### config.mk
export PLATFORM = sky130hd
export DESIGN_NAME = pong_game_ctrl
export DESIGN_NICKNAME = d
export VERILOG_FILES = /design/src/rtl/pong_pkg.sv /design/src/rtl/pong_bar_ctrl.sv /design/src/rtl/pong_game_ctrl.sv
export SDC_FILE = /design/constraint.sdc
export NUM_CORES = 1
export LEC_CHECK = 0
export CAP_MARGIN = 40
export CORE_MARGIN = 2
export CORE_UTILIZATION = 49
export DETAILED_ROUTE_END_ITERATION = 10
export GPL_ROUTABILITY_DRIVEN = 0
export PLACE_DENSITY = 0.84
export SETUP_SLACK_MARGIN = 0.4
export SYNTH_ARGS = -nofsm -noshare
export SYNTH_HDL_FRONTEND = slang
export SYNTH_SLANG_ARGS = --single-unit
### constraint.sdc
create_clock -name clk -period 4.65 [get_ports clk]
set_clock_uncertainty 0.1 [all_clocks]
set_input_delay 1.395 -clock clk [delete_from_list [all_inputs] [get_ports clk]]
set_output_delay 1.395 -clock clk [all_outputs]
set_load 0.01 [all_outputs]
### src/rtl/pong_pkg.sv
// Shared geometry, state encoding and coordinate type for the ping-pong display.
// Used by the game sequencer, bar controller and object renderer.
package pong_pkg;

  typedef logic [9:0] coord_t;

  typedef enum logic [1:0] {
    StIdle = 2'd0,
    StPlay = 2'd1,
    StMiss = 2'd2
  } game_state_e;

  localparam coord_t MAX_X      = 10'd640;
  localparam coord_t MAX_Y      = 10'd480;
  localparam coord_t WALL_X_R   = 10'd35;
  localparam coord_t BAR_X_L    = 10'd600;
  localparam coord_t BAR_X_R    = BAR_X_L + 10'd3;
  localparam coord_t BAR_Y_SIZE = 10'd72;
  localparam coord_t BAR_V      = 10'd4;
  localparam coord_t BALL_SIZE  = 10'd8;
  localparam coord_t BALL_V     = 10'd2;

  localparam logic [5:0] MISS_FRAMES = 6'd60;

  // Rows 0 and MAX_Y-1 are border lines; the bar stays strictly inside them.
  localparam coord_t BAR_Y_T_MIN = 10'd1;
  localparam coord_t BAR_Y_T_MAX = MAX_Y - 10'd2 - (BAR_Y_SIZE - 10'd1);

  localparam coord_t BALL_X_INIT = MAX_X / 10'd2 - 10'd4;
  localparam coord_t BALL_Y_INIT = MAX_Y / 10'd2 - 10'd4;
  localparam coord_t BAR_Y_INIT  = (MAX_Y - BAR_Y_SIZE) / 10'd2;

  function automatic coord_t far_edge(input coord_t near, input coord_t size);
    return near + size - 10'd1;
  endfunction

endpackage

### src/rtl/pong_bar_ctrl.sv
// Bar position register: per-frame button decode with clamping against the border lines.
module pong_bar_ctrl
  import pong_pkg::*;
(
  input  logic       clk,
  input  logic       rst,
  input  logic       frame_tick,
  input  logic       btn_up,
  input  logic       btn_down,
  output logic [9:0] bar_y_t,
  output logic [9:0] bar_y_b
);

  coord_t bar_t_q, bar_t_d;
  coord_t bar_b_q, bar_b_d;

  always_comb begin
    bar_t_d = bar_t_q;
    if (frame_tick) begin
      if (btn_up && !btn_down) begin
        bar_t_d = (bar_t_q < BAR_Y_T_MIN + BAR_V) ? BAR_Y_T_MIN : bar_t_q - BAR_V;
      end else if (btn_down && !btn_up) begin
        bar_t_d = (bar_t_q > BAR_Y_T_MAX - BAR_V) ? BAR_Y_T_MAX : bar_t_q + BAR_V;
      end
    end
    bar_b_d = far_edge(bar_t_d, BAR_Y_SIZE);
  end

  always_ff @(posedge clk) begin
    if (rst) begin
      bar_t_q <= BAR_Y_INIT;
      bar_b_q <= far_edge(BAR_Y_INIT, BAR_Y_SIZE);
    end else begin
      bar_t_q <= bar_t_d;
      bar_b_q <= bar_b_d;
    end
  end

  assign bar_y_t = bar_t_q;
  assign bar_y_b = bar_b_q;

endmodule

### src/rtl/pong_game_ctrl.sv
// Per-frame ping-pong sequencer: ball motion, collisions and IDLE/PLAY/MISS state.
// Define PONG_SCORE_EN to build the saturating 8-bit bar-hit counter; otherwise score is 0.
module pong_game_ctrl
  import pong_pkg::*;
(
  input  logic       clk,
  input  logic       rst,
  input  logic       frame_tick,
  input  logic       btn_up,
  input  logic       btn_down,
  input  logic       btn_serve,
  output logic [9:0] bar_y_t,
  output logic [9:0] bar_y_b,
  output logic [9:0] ball_x_l,
  output logic [9:0] ball_x_r,
  output logic [9:0] ball_y_t,
  output logic [9:0] ball_y_b,
  output logic [1:0] game_state,
  output logic       miss,
  output logic [7:0] score
);

  game_state_e state_q, state_d;
  coord_t      x_l_q, x_l_d, x_r_q, x_r_d;
  coord_t      y_t_q, y_t_d, y_b_q, y_b_d;
  logic        dx_neg_q, dx_neg_d;
  logic        dy_neg_q, dy_neg_d;
  logic        miss_q, miss_d;
  logic [5:0]  cnt_q, cnt_d;
  logic        score_inc, score_clr;
  logic        bar_hit;

  pong_bar_ctrl u_bar (
    .clk        (clk),
    .rst        (rst),
    .frame_tick (frame_tick),
    .btn_up     (btn_up),
    .btn_down   (btn_down),
    .bar_y_t    (bar_y_t),
    .bar_y_b    (bar_y_b)
  );

  // Uses the bar position of the current frame, before this tick's bar move lands.
  assign bar_hit = (x_r_q >= BAR_X_L) && (x_r_q <= BAR_X_R) &&
                   (y_b_q >= bar_y_t) && (y_t_q <= bar_y_b) && !dx_neg_q;

  always_comb begin
    state_d   = state_q;
    x_l_d     = x_l_q;
    y_t_d     = y_t_q;
    dx_neg_d  = dx_neg_q;
    dy_neg_d  = dy_neg_q;
    miss_d    = 1'b0;
    cnt_d     = cnt_q;
    score_inc = 1'b0;
    score_clr = 1'b0;

    if (frame_tick) begin
      unique case (state_q)
        StIdle: begin
          if (btn_serve) begin
            state_d   = StPlay;
            score_clr = 1'b1;
          end
        end
        StPlay: begin
          if (x_r_q > BAR_X_R) begin
            state_d = StMiss;
            miss_d  = 1'b1;
          end else begin
            if (y_t_q <= BALL_V) begin
              dy_neg_d = 1'b0;
            end else if (y_b_q >= MAX_Y - 10'd1 - BALL_V) begin
              dy_neg_d = 1'b1;
            end
            if (x_l_q <= WALL_X_R + BALL_V) begin
              dx_neg_d = 1'b0;
            end else if (bar_hit) begin
              dx_neg_d  = 1'b1;
              score_inc = 1'b1;
            end
            x_l_d = dx_neg_d ? x_l_q - BALL_V : x_l_q + BALL_V;
            y_t_d = dy_neg_d ? y_t_q - BALL_V : y_t_q + BALL_V;
          end
        end
        StMiss: begin
          if (cnt_q == MISS_FRAMES - 6'd1) begin
            state_d  = StIdle;
            cnt_d    = 6'd0;
            x_l_d    = BALL_X_INIT;
            y_t_d    = BALL_Y_INIT;
            dx_neg_d = 1'b0;
            dy_neg_d = 1'b0;
          end else begin
            cnt_d = cnt_q + 6'd1;
          end
        end
        default: state_d = StIdle;
      endcase
    end

    x_r_d = far_edge(x_l_d, BALL_SIZE);
    y_b_d = far_edge(y_t_d, BALL_SIZE);
  end

  always_ff @(posedge clk) begin
    if (rst) begin
      state_q  <= StIdle;
      x_l_q    <= BALL_X_INIT;
      x_r_q    <= far_edge(BALL_X_INIT, BALL_SIZE);
      y_t_q    <= BALL_Y_INIT;
      y_b_q    <= far_edge(BALL_Y_INIT, BALL_SIZE);
      dx_neg_q <= 1'b0;
      dy_neg_q <= 1'b0;
      miss_q   <= 1'b0;
      cnt_q    <= 6'd0;
    end else begin
      state_q  <= state_d;
      x_l_q    <= x_l_d;
      x_r_q    <= x_r_d;
      y_t_q    <= y_t_d;
      y_b_q    <= y_b_d;
      dx_neg_q <= dx_neg_d;
      dy_neg_q <= dy_neg_d;
      miss_q   <= miss_d;
      cnt_q    <= cnt_d;
    end
  end

`ifdef PONG_SCORE_EN
  logic [7:0] score_q, score_d;

  always_comb begin
    score_d = score_q;
    if (score_clr) begin
      score_d = 8'd0;
    end else if (score_inc && (score_q != 8'hff)) begin
      score_d = score_q + 8'd1;
    end
  end

  always_ff @(posedge clk) begin
    if (rst) begin
      score_q <= 8'd0;
    end else begin
      score_q <= score_d;
    end
  end

  assign score = score_q;
`else
  logic unused_score;
  assign unused_score = score_inc ^ score_clr;
  assign score        = 8'd0;
`endif

  assign game_state = state_q;
  assign miss       = miss_q;
  assign ball_x_l   = x_l_q;
  assign ball_x_r   = x_r_q;
  assign ball_y_t   = y_t_q;
  assign ball_y_b   = y_b_q;

endmodule
==> impl_summary.txt, run 1 <==
----------------------------------------------------
[Logic synthesis]
  Most area-consuming cells after synthesis ... sky130_fd_sc_hd__dfxtp_1 29%, sky130_fd_sc_hd__ha_1 10%, sky130_fd_sc_hd__nor2_1 4.4%
  Synthesized instance count ... between 500 and 600
  Area fraction of the dominant cell type after synthesis ... between 20% and 30%
  Sequential area share after synthesis ... 29.48%
  Flip-flop cell with the highest count after synthesis ... sky130_fd_sc_hd__dfxtp_1
  Count of flip-flops with a built-in enable after synthesis ... 0
  Flops & latches, synth ... ~70
  Proportion of synthesized flip-flops having asynchronous set or reset ... 0%
  Synth warn ... 0
  Area leader, netlist ... sky130_fd_sc_hd__dfxtp_1
  Count of different cell masters after synthesis ... between 80 and 90
  Syn avg cell area ... slightly above 8 sq um
  Netlist area before placement ... 0.004822 sq mm

[Setup path]
  Launch point of the worst path ... ball_y_t[6]
  Origin of the critical flop-to-flop path ... ball_y_t[6]
  Worst Setup End Kind ... register
  Setup slack on the worst flop-to-flop path ... between 0.2 and 0.25 ns
  Reg-to-reg endpoint ... ball_x_r[9]
  Cells along the critical path ... ha_1 -> a21oi_2 -> buf_4 -> o211ai_1 -> o31ai_2 -> a21oi_2 -> o31ai_4 -> buf_4 -> fa_2 -> a21o_1 -> a21oi_2 -> xnor2_1 -> a221o_1 -> nand2_1 -> nor2_2 -> or4b_4 -> or4_4 -> a21oi_2
  Top Family by Delay on Critical Path ... compound AO/OA/AOI/OAI gates
  Slowest cell on the critical path ... sky130_fd_sc_hd__or4b_4
  Data required, critical path ... just under 5 ns
  Worst-case reg-to-reg path depth ... 18
  Critical path fanouts, max ... 8
  Critical Path AT ... approximately 4.6 ns
  Most frequent cell on the critical path ... sky130_fd_sc_hd__a21oi_2
  Startpoint class of the critical path ... register
  Category of the critical setup timing path ... reg -> reg
  Combined buffer and inverter count along the critical path ... 2
  Maximum cell stage delay along the critical path ... about 0.50 ns

[Route]
  Final WL ... ~15 mm
  Pre-antenna DRT Iters ... 6
  Via density per instance ... between 6 and 7
  DRC ... 0
  Total via count in the routed design ... ~5000
  Count of routing violations after the opening detailed-route iteration ... 511
  Number of nets with antenna violations after detailed routing ... 0
  WL/cell ... 18.44 microns

[Floorplan]
  Area enclosed by the die boundary ... around 0.011 sq mm
  Starting density of the core ... about half
  Number of top-level design ports ... 77
  Die span in x ... just over 100 microns
  Die boundary height ... a little over 100 microns
  Cell row count ... 36
  Core Footprint ... 0.009684 sq mm

[Placed design]
  Number of input and output port buffers inserted ... 68
  HPWL Detailed ... between 10 and 15 mm

[Clock tree]
  CTS tree ... built
  Clock latency on the worst-skew pair ... about 0.36 ns
  Clk sinks ... between 70 and 80
  Number of buffers inserted during clock tree synthesis ... 9
  Clock Tree Root ... sky130_fd_sc_hd__clkbuf_8
  Max Root-Sink Buffers ... 2
  # H-tree levels ... 3
  Clock-pin slew of the registers on the worst-case setup and hold paths ... about 0.08 ns

[GRT]
  Antenna violations before repair ... 0
  GR peak layer ... met2
  Overall global routing resource usage ... around 28%
  Global-route met3 utilization ... 6.048%
  Grt met1 use ... 34.91%
  Overflow left after global routing ... 0
  Routing usage on met2 ... roughly 46%
  First-pass GRT wire length ... 23.07 mm
  Maximum number of pins on one net before global-route repair ... 38
  Number of global-route vias before repair ... roughly 4800

[Power]
  Int Pwr ... around 1.2 mW
  Net switching power ... about 0.54 mW
  Part of the total power dissipated in sequential elements ... 39.6%
  Lkg Pwr ... between 2 and 3 nW
  IR Drop Worst-Case VDD ... between 0.2 and 0.3 mV
  Pwr per Cell Area ... between 200 and 300 mW/mm^2
  Logic gate share of total power ... 27.1%
  Clock network fraction of total power ... roughly a third
  Overall power consumption ... 1.712 mW
  Net switching fraction of the power ... a little under a third

[Final layout]
  Utilization of the core after routing ... 64.47%
  Area growth from synthesis to layout ... 29.48%
  Antenna fix cells ... 0
  Final layout net count ... 729
  Layout cell share with drive strength beyond 1 ... a little under a fifth

[Min path]
  Worst hold path cell count ... 2
  Hold path startpoint ... cnt_q[1]
  Worst min path class ... reg -> reg
  Worst Hold End ... cnt_q[1]

[Timing]
  Hold violation total from the final report ... 0
  Tmin final ... about 4.4 ns
  Maximum achievable frequency ... roughly 230 MHz
  Slew at the pin with the worst max-slew slack ... 0.7072 ns
  Relative slew slack ... a little over half
  Setup violators final ... 0
  Final worst path period share ... a little over nine tenths
  Unrepaired setup endpoints after global routing ... yes
  Slew Limit Fails ... 0

[Job]
  Count of max-cap constraint violations ... 0

[Status]
  Status ... complete, no violations

----------------------------------------------------
## cell families after synthesis
| group | after synthesis | synth area share, % |
|---|---|---|
| simple gates | 226 | 24.42 |
| compound gates | 143 | 21.61 |
| flops | 71 | 29.48 |
| buf+inv | 70 | 6.538 |
| fa+ha+maj | 41 | 10.79 |
| xor+xnor | 33 | 5.994 |
| mux | 5 | 1.090 |
| other cells | 1 | 0.07777 |
## registers in the layout, summed over array words and instances (netlist names)
name and flops:
ball_x_l 10, ball_x_r 10, ball_y_b 10, ball_y_t 10, u_bar.bar_y_b 10, u_bar.bar_y_t 10, cnt_q 6, game_state 2
dx_neg_q 1, dy_neg_q 1, miss 1
## placed cells by master, fill, tap and decap left out, drive strengths merged, types with 11 or more instances in the layout
master         netlist  layout
nor3                23      23
buf                 15      36
xnor2               16      16
nand2b              12      12
nand3               16      16
nor2                59      59
a211oi              11      11
inv                 40      39
nand2               53      53
o21ai               25      25
clkdlybuf4s50        0      68
ha                  40      40
nand4               13      13
a21oi               31      31
clkbuf              15      11
xor2                17      17
dfxtp               71      71
## worst max-delay path by stage
stage                   to  slack [ns]  cells past startpoint
6_report       ball_x_r[9]        0.24                     18
5_1_grt        ball_x_r[9]        0.06                     18
4_1_cts        ball_x_r[9]        0.41                     17
3_5_place_dp   ball_x_r[9]       -0.01                     18
3_3_place_gp   ball_x_r[9]        0.18                     18
2_1_floorplan  ball_x_r[9]        0.40                     17
## cell usage after synthesis (6+ instances only)
cell type                  count
sky130_fd_sc_hd__clkbuf_1     15
sky130_fd_sc_hd__a22oi_1       6
sky130_fd_sc_hd__nand4_1      13
sky130_fd_sc_hd__nor3_1       21
sky130_fd_sc_hd__nand2b_1     12
sky130_fd_sc_hd__a21oi_1      29
sky130_fd_sc_hd__a211oi_1      9
sky130_fd_sc_hd__ha_1         40
sky130_fd_sc_hd__and3_1        9
sky130_fd_sc_hd__nand2_1      51
sky130_fd_sc_hd__nand3_1      15
sky130_fd_sc_hd__inv_1        40
sky130_fd_sc_hd__xor2_1       17
sky130_fd_sc_hd__and2_1        6
sky130_fd_sc_hd__nor2_1       57
sky130_fd_sc_hd__a21o_1       10
sky130_fd_sc_hd__buf_4        11
sky130_fd_sc_hd__o21ai_0      18
sky130_fd_sc_hd__xnor2_1      16
sky130_fd_sc_hd__dfxtp_1      71
## worst register-to-register path, cell delays in order (launching register included)
cell                       delay (ns)
sky130_fd_sc_hd__dfxtp_1         0.49
sky130_fd_sc_hd__ha_1            0.24
sky130_fd_sc_hd__a21oi_2         0.07
sky130_fd_sc_hd__buf_4           0.13
sky130_fd_sc_hd__o211ai_1        0.22
sky130_fd_sc_hd__o31ai_2         0.12
sky130_fd_sc_hd__a21oi_2         0.21
sky130_fd_sc_hd__o31ai_4         0.12
sky130_fd_sc_hd__buf_4           0.18
sky130_fd_sc_hd__fa_2            0.37
sky130_fd_sc_hd__a21o_1          0.18
sky130_fd_sc_hd__a21oi_2         0.18
sky130_fd_sc_hd__xnor2_1         0.18
sky130_fd_sc_hd__a221o_1         0.25
sky130_fd_sc_hd__nand2_1         0.08
sky130_fd_sc_hd__nor2_2          0.13
sky130_fd_sc_hd__or4b_4          0.50
sky130_fd_sc_hd__or4_4           0.44
sky130_fd_sc_hd__a21oi_2         0.15
## power by group through the flow
stage / clock network (mW) / registers, mW / logic (mW)
after global placement: 0 / 0.689 / 0.404
after floorplan: 0 / 0.706 / 0.239
after CTS: 0.572 / 0.676 / 0.428
after global routing: 0.602 / 0.683 / 0.501
final: 0.569 / 0.679 / 0.464
after detailed placement: 0 / 0.691 / 0.415
## final cells by class
| class | count | area (sq um) |
|---|---|---|
| Timing Repair Buffer | 104 | 950.9 |
| Fill cell | 785 | 3441 |
| Clock buffer | 11 | 141.4 |
| Tap cell | 133 | 166.4 |
| Inverter | 40 | 153.9 |
| Multi-Input combinational cell | 456 | 3306 |
| Sequential cell | 71 | 1444 |
| Clock inverter | 5 | 81.33 |
## per-layer routing
layer  vias up  part of all wire [%]
li1       2298                     -
met1      2342                    40
met2       324                    47
met3        82                   9.3
met4         0                   4.1
met5         -                     0
## timing repair
item                                    in CTS  in global routing
cloned                                       0                  0
gates resized for setup                     16                 33
hold buffers                                 0                  0
pin swaps                                    6                 16
hold endpoints to repair                     0                  0
setup buffers                                4                  7
endpoints found under the setup margin       3                  2
## stage by stage
stage | hold slack (ns) | std cells | TNS, ns | worst slack (ns) | instance area [sq um]
2_1_floorplan | 0.3492 | 597 | 0 | 0.4044 | 4858
3_3_place_gp | 0.3605 | 793 | 0 | 0.1815 | 5727
3_5_place_dp | 0.3758 | 793 | -0.009818 | -0.009818 | 5727
4_1_cts | 0.3884 | 813 | 0 | 0.4071 | 6030
5_1_grt | 0.4223 | 820 | 0 | 0.06261 | 6243
6_report | 0.3989 | 820 | 0 | 0.2380 | 6243
No activity file was read; power rests on OpenSTA's default activity.
==> inputs of run 2 (changes only) <==
- CORE_UTILIZATION: 49 -> 59
- PLACE_DENSITY: 0.84 -> 0.94
- clock period: 4.65 -> 5.56 ns (I/O delays scaled with it)
==> run 2 against run 1 <==
Combinational power decreased by 29%. Sequential share of layout area increased by 1.6 points. Global-route usage increased by 5.3 points. Design area decreased by 7.8%. First-iteration DRC count increased by 32%. Non-clock buffer count decreased by 32. Cell count decreased by 7.7%. Via count increased by 0.18%. Hold slack got worse by 0.0071 ns. Die area decreased by 16%. Critical path depth decreased by 1. Clock power decreased by 15%. Critical path type unchanged. Critical endpoint unchanged.
==> impl_summary.txt, run 2 (synthesis gave the netlist of run 1 again) <==
----------------------------------------------------
[Power]
  IR Drop Worst-Case VDD ... 0.1161 mV (was 0.2695 mV)
  Overall power consumption ... 1.391 mW (was 1.712 mW)
  Lkg Pwr ... 2.380 nW (was 2.549 nW)
  Pwr per Cell Area ... 241.7 mW/mm^2 (was 274.2 mW/mm^2)

[Placed design]
  Instance area after placement ... 0.005529 sq mm (was 0.005727 sq mm)
  HPWL Detailed ... 10.29 mm (was 10.38 mm)
  Number of input and output port buffers inserted ... 68 (unchanged)
  Setup slack after placement ... 0.8559 ns (was -0.009818 ns)

[Final layout]
  Multi-input gate area in the final layout ... 0.003112 sq mm (was 0.003306 sq mm)
  Antenna fix cells ... 0 (unchanged)
  Area growth from synthesis to layout ... 19.36% (was 29.48%)
  Most common cell after layout, fill and taps aside ... sky130_fd_sc_hd__dfxtp_1 (was sky130_fd_sc_hd__clkdlybuf4s50_1)
  Post-Layout Inst Area ... 0.005756 sq mm (was 0.006243 sq mm)
  Final layout net count ... 697 (was 729)
  Total of fill cells in the finished design ... 569 (was 785)
  Storage element area ... 0.001421 sq mm (was 0.001444 sq mm)
  Commonest cells after routing, fill and taps aside ... 71 x sky130_fd_sc_hd__dfxtp_1, 68 x sky130_fd_sc_hd__clkdlybuf4s50_1, 57 x sky130_fd_sc_hd__nor2_1 (was 68 x sky130_fd_sc_hd__clkdlybuf4s50_1, 61 x sky130_fd_sc_hd__dfxtp_1, 57 x sky130_fd_sc_hd__nor2_1)
  Layout cell share with drive strength beyond 1 ... 7.939% (was 18.20%)

[Setup path]
  Cells along the critical path ... ha_1 -> a21oi_1 -> o21ai_0 -> nor3_1 -> a21oi_1 -> o31ai_2 -> buf_4 -> ha_1 -> a211oi_1 -> o21bai_1 -> a2111oi_0 -> nor3_1 -> xor2_1 -> a221oi_1 -> or4b_1 -> or4_1 -> a21oi_1 (was ha_1 -> a21oi_2 -> buf_4 -> o211ai_1 -> o31ai_2 -> a21oi_2 -> o31ai_4 -> buf_4 -> fa_2 -> a21o_1 -> a21oi_2 -> xnor2_1 -> a221o_1 -> nand2_1 -> nor2_2 -> or4b_4 -> or4_4 -> a21oi_2)
  Critical Path AT ... 5.09 ns (was 4.61 ns)
  Data required, critical path ... 5.75 ns (was 4.84 ns)
  Top Family by Delay on Critical Path ... compound AO/OA/AOI/OAI gates (unchanged)
  Most frequent cell on the critical path ... sky130_fd_sc_hd__a21oi_1 (was sky130_fd_sc_hd__a21oi_2)
  Combined buffer and inverter count along the critical path ... 1 (was 2)
  Critical path fanouts, max ... 10 (was 8)
  Slowest cell on the critical path ... sky130_fd_sc_hd__or4b_1 (was sky130_fd_sc_hd__or4b_4)
  Maximum cell stage delay along the critical path ... 0.58 ns (was 0.50 ns)
  Worst Setup End Kind ... register (unchanged)
  Category of the critical setup timing path ... reg -> reg (unchanged)
  Startpoint class of the critical path ... register (unchanged)

[GRT]
  Overflow left after global routing ... 0 (unchanged)
  Number of global-route vias before repair ... 4707 (was 4775)
  First-pass GRT wire length ... 22.85 mm (was 23.07 mm)
  Antenna violations before repair ... 0 (unchanged)
  Overall global routing resource usage ... 32.85% (was 27.57%)
  Maximum number of pins on one net before global-route repair ... 38 (unchanged)

[Clock tree]
  # H-tree levels ... 3 (unchanged)
  Clock latency on the worst-skew pair ... 0.36 ns (about the same)
  Number of post-CTS setup repair buffers ... 0 (was 4)
  Number of buffers inserted during clock tree synthesis ... 9 (unchanged)
  Number of hold-repair buffers added at the cts stage ... 0 (unchanged)
  Clock-pin slew of the registers on the worst-case setup and hold paths ... 0.08 ns (about the same)
  Post-cts gate resize count ... 0 (was 16)
  Clock Tree Root ... sky130_fd_sc_hd__clkbuf_8 (unchanged)
  Max Root-Sink Buffers ... 2 (unchanged)
  CTS tree ... built (unchanged)
  Clk sinks ... 71 (unchanged)

[Floorplan]
  Cell row count ... 32 (was 36)
  Area enclosed by the die boundary ... 0.008912 sq mm (was 0.01065 sq mm)
  Number of top-level design ports ... 77 (unchanged)
  Die span in x ... 94.41 microns (was 103.2 microns)
  Die boundary height ... 94.41 microns (was 103.2 microns)
  Core Footprint ... 0.007807 sq mm (was 0.009684 sq mm)
  Starting density of the core ... 61.76% (was 49.79%)

[Timing]
  Final worst setup slack ... 0.6566 ns (was 0.2380 ns)
  Slew Limit Fails ... 0 (unchanged)
  Hold violation total from the final report ... 0 (unchanged)
  Slew at the pin with the worst max-slew slack ... 0.7549 ns (was 0.7072 ns)
  Unrepaired setup endpoints after global routing ... no (was yes)
  Tmin final ... 4.903 ns (was 4.412 ns)
  Setup violators final ... 0 (unchanged)
  Maximum achievable frequency ... 203.9 MHz (was 226.7 MHz)
  Relative slew slack ... 49.37% (was 52.49%)
  Aggregate negative setup slack ... 0 ns (unchanged)
  Final worst path period share ... 88.19% (was 94.88%)

[Route]
  Total via count in the routed design ... 5055 (was 5046)
  Met1 layer wirelength in the final routing ... 5.438 mm (was 6.057 mm)
  DR WL met2 ... 6.622 mm (was 7.041 mm)
  Number of nets with antenna violations after detailed routing ... 0 (unchanged)
  Count of routing violations after the opening detailed-route iteration ... 674 (was 511)
  Via density per instance ... 6.678 (was 6.154)
  DRC ... 0 (unchanged)
  Pre-antenna DRT Iters ... 6 (unchanged)
  Top layer used by detailed routing ... met4 (unchanged)
  Final WL ... 14.35 mm (was 15.12 mm)
  WL/cell ... 18.96 microns (was 18.44 microns)
  Routed wire length on met3 ... 1.677 mm (was 1.400 mm)

[Min path]
  Worst min path class ... reg -> reg (unchanged)

[Job]
  Count of max-cap constraint violations ... 0 (unchanged)

[Status]
  Status ... complete, no violations (unchanged)

----------------------------------------------------
==> run 2: worst register-to-register path: cells and delay by family, from the launching register on <==
kind,cells,cell delay [ns]
simple gates,4,1.30
xor+xnor,1,0.22
buf+inv,1,0.23
fa+ha+maj,2,0.59
flops,1,0.55
compound gates,9,1.83
==> run 2: final cells by class <==
class	instances	share of cell area [%]
inverter	40	2.609
multi-input combinational	456	54.07
timing repair buffer	72	12.48
sequential	71	24.70
clock inverter	7	1.783
clock buffer	9	2.152
tap	102	2.217
==> run 2: worst paths after layout <==
path	start	end	slack, ns	cells after the start
setup reg to reg	ball_y_t[7]	ball_x_r[9]	0.66	17
setup / recovery	ball_y_t[7]	ball_x_r[9]	0.66	17
hold reg to reg	cnt_q[1]	cnt_q[1]	0.39	2
hold / removal	cnt_q[1]	cnt_q[1]	0.39	2
==> run 2: metrics by stage <==
step	util, %	std cells	hold WS (ns)
floorplan	-	597	0.3492
global placement	70.63	740	0.3614
detailed placement	70.82	741	0.3789
CTS	73.72	757	0.3905
global route	73.72	757	0.4160
finish	73.72	757	0.3918
==> run 2: layer usage <==
layer  track usage, %  vias up
met2            51.85      399
met5                0        -
li1                 -     2238
met1            41.79     2334
met4            15.34        0
met3            9.018       84
==> run 2: power breakdown <==
| part | switching (mW) | internal (mW) |
|---|---|---|
| registers | 0.0414 | 0.539 |
| logic | 0.182 | 0.147 |
| clock network | 0.222 | 0.259 |
| total | 0.446 | 0.945 |
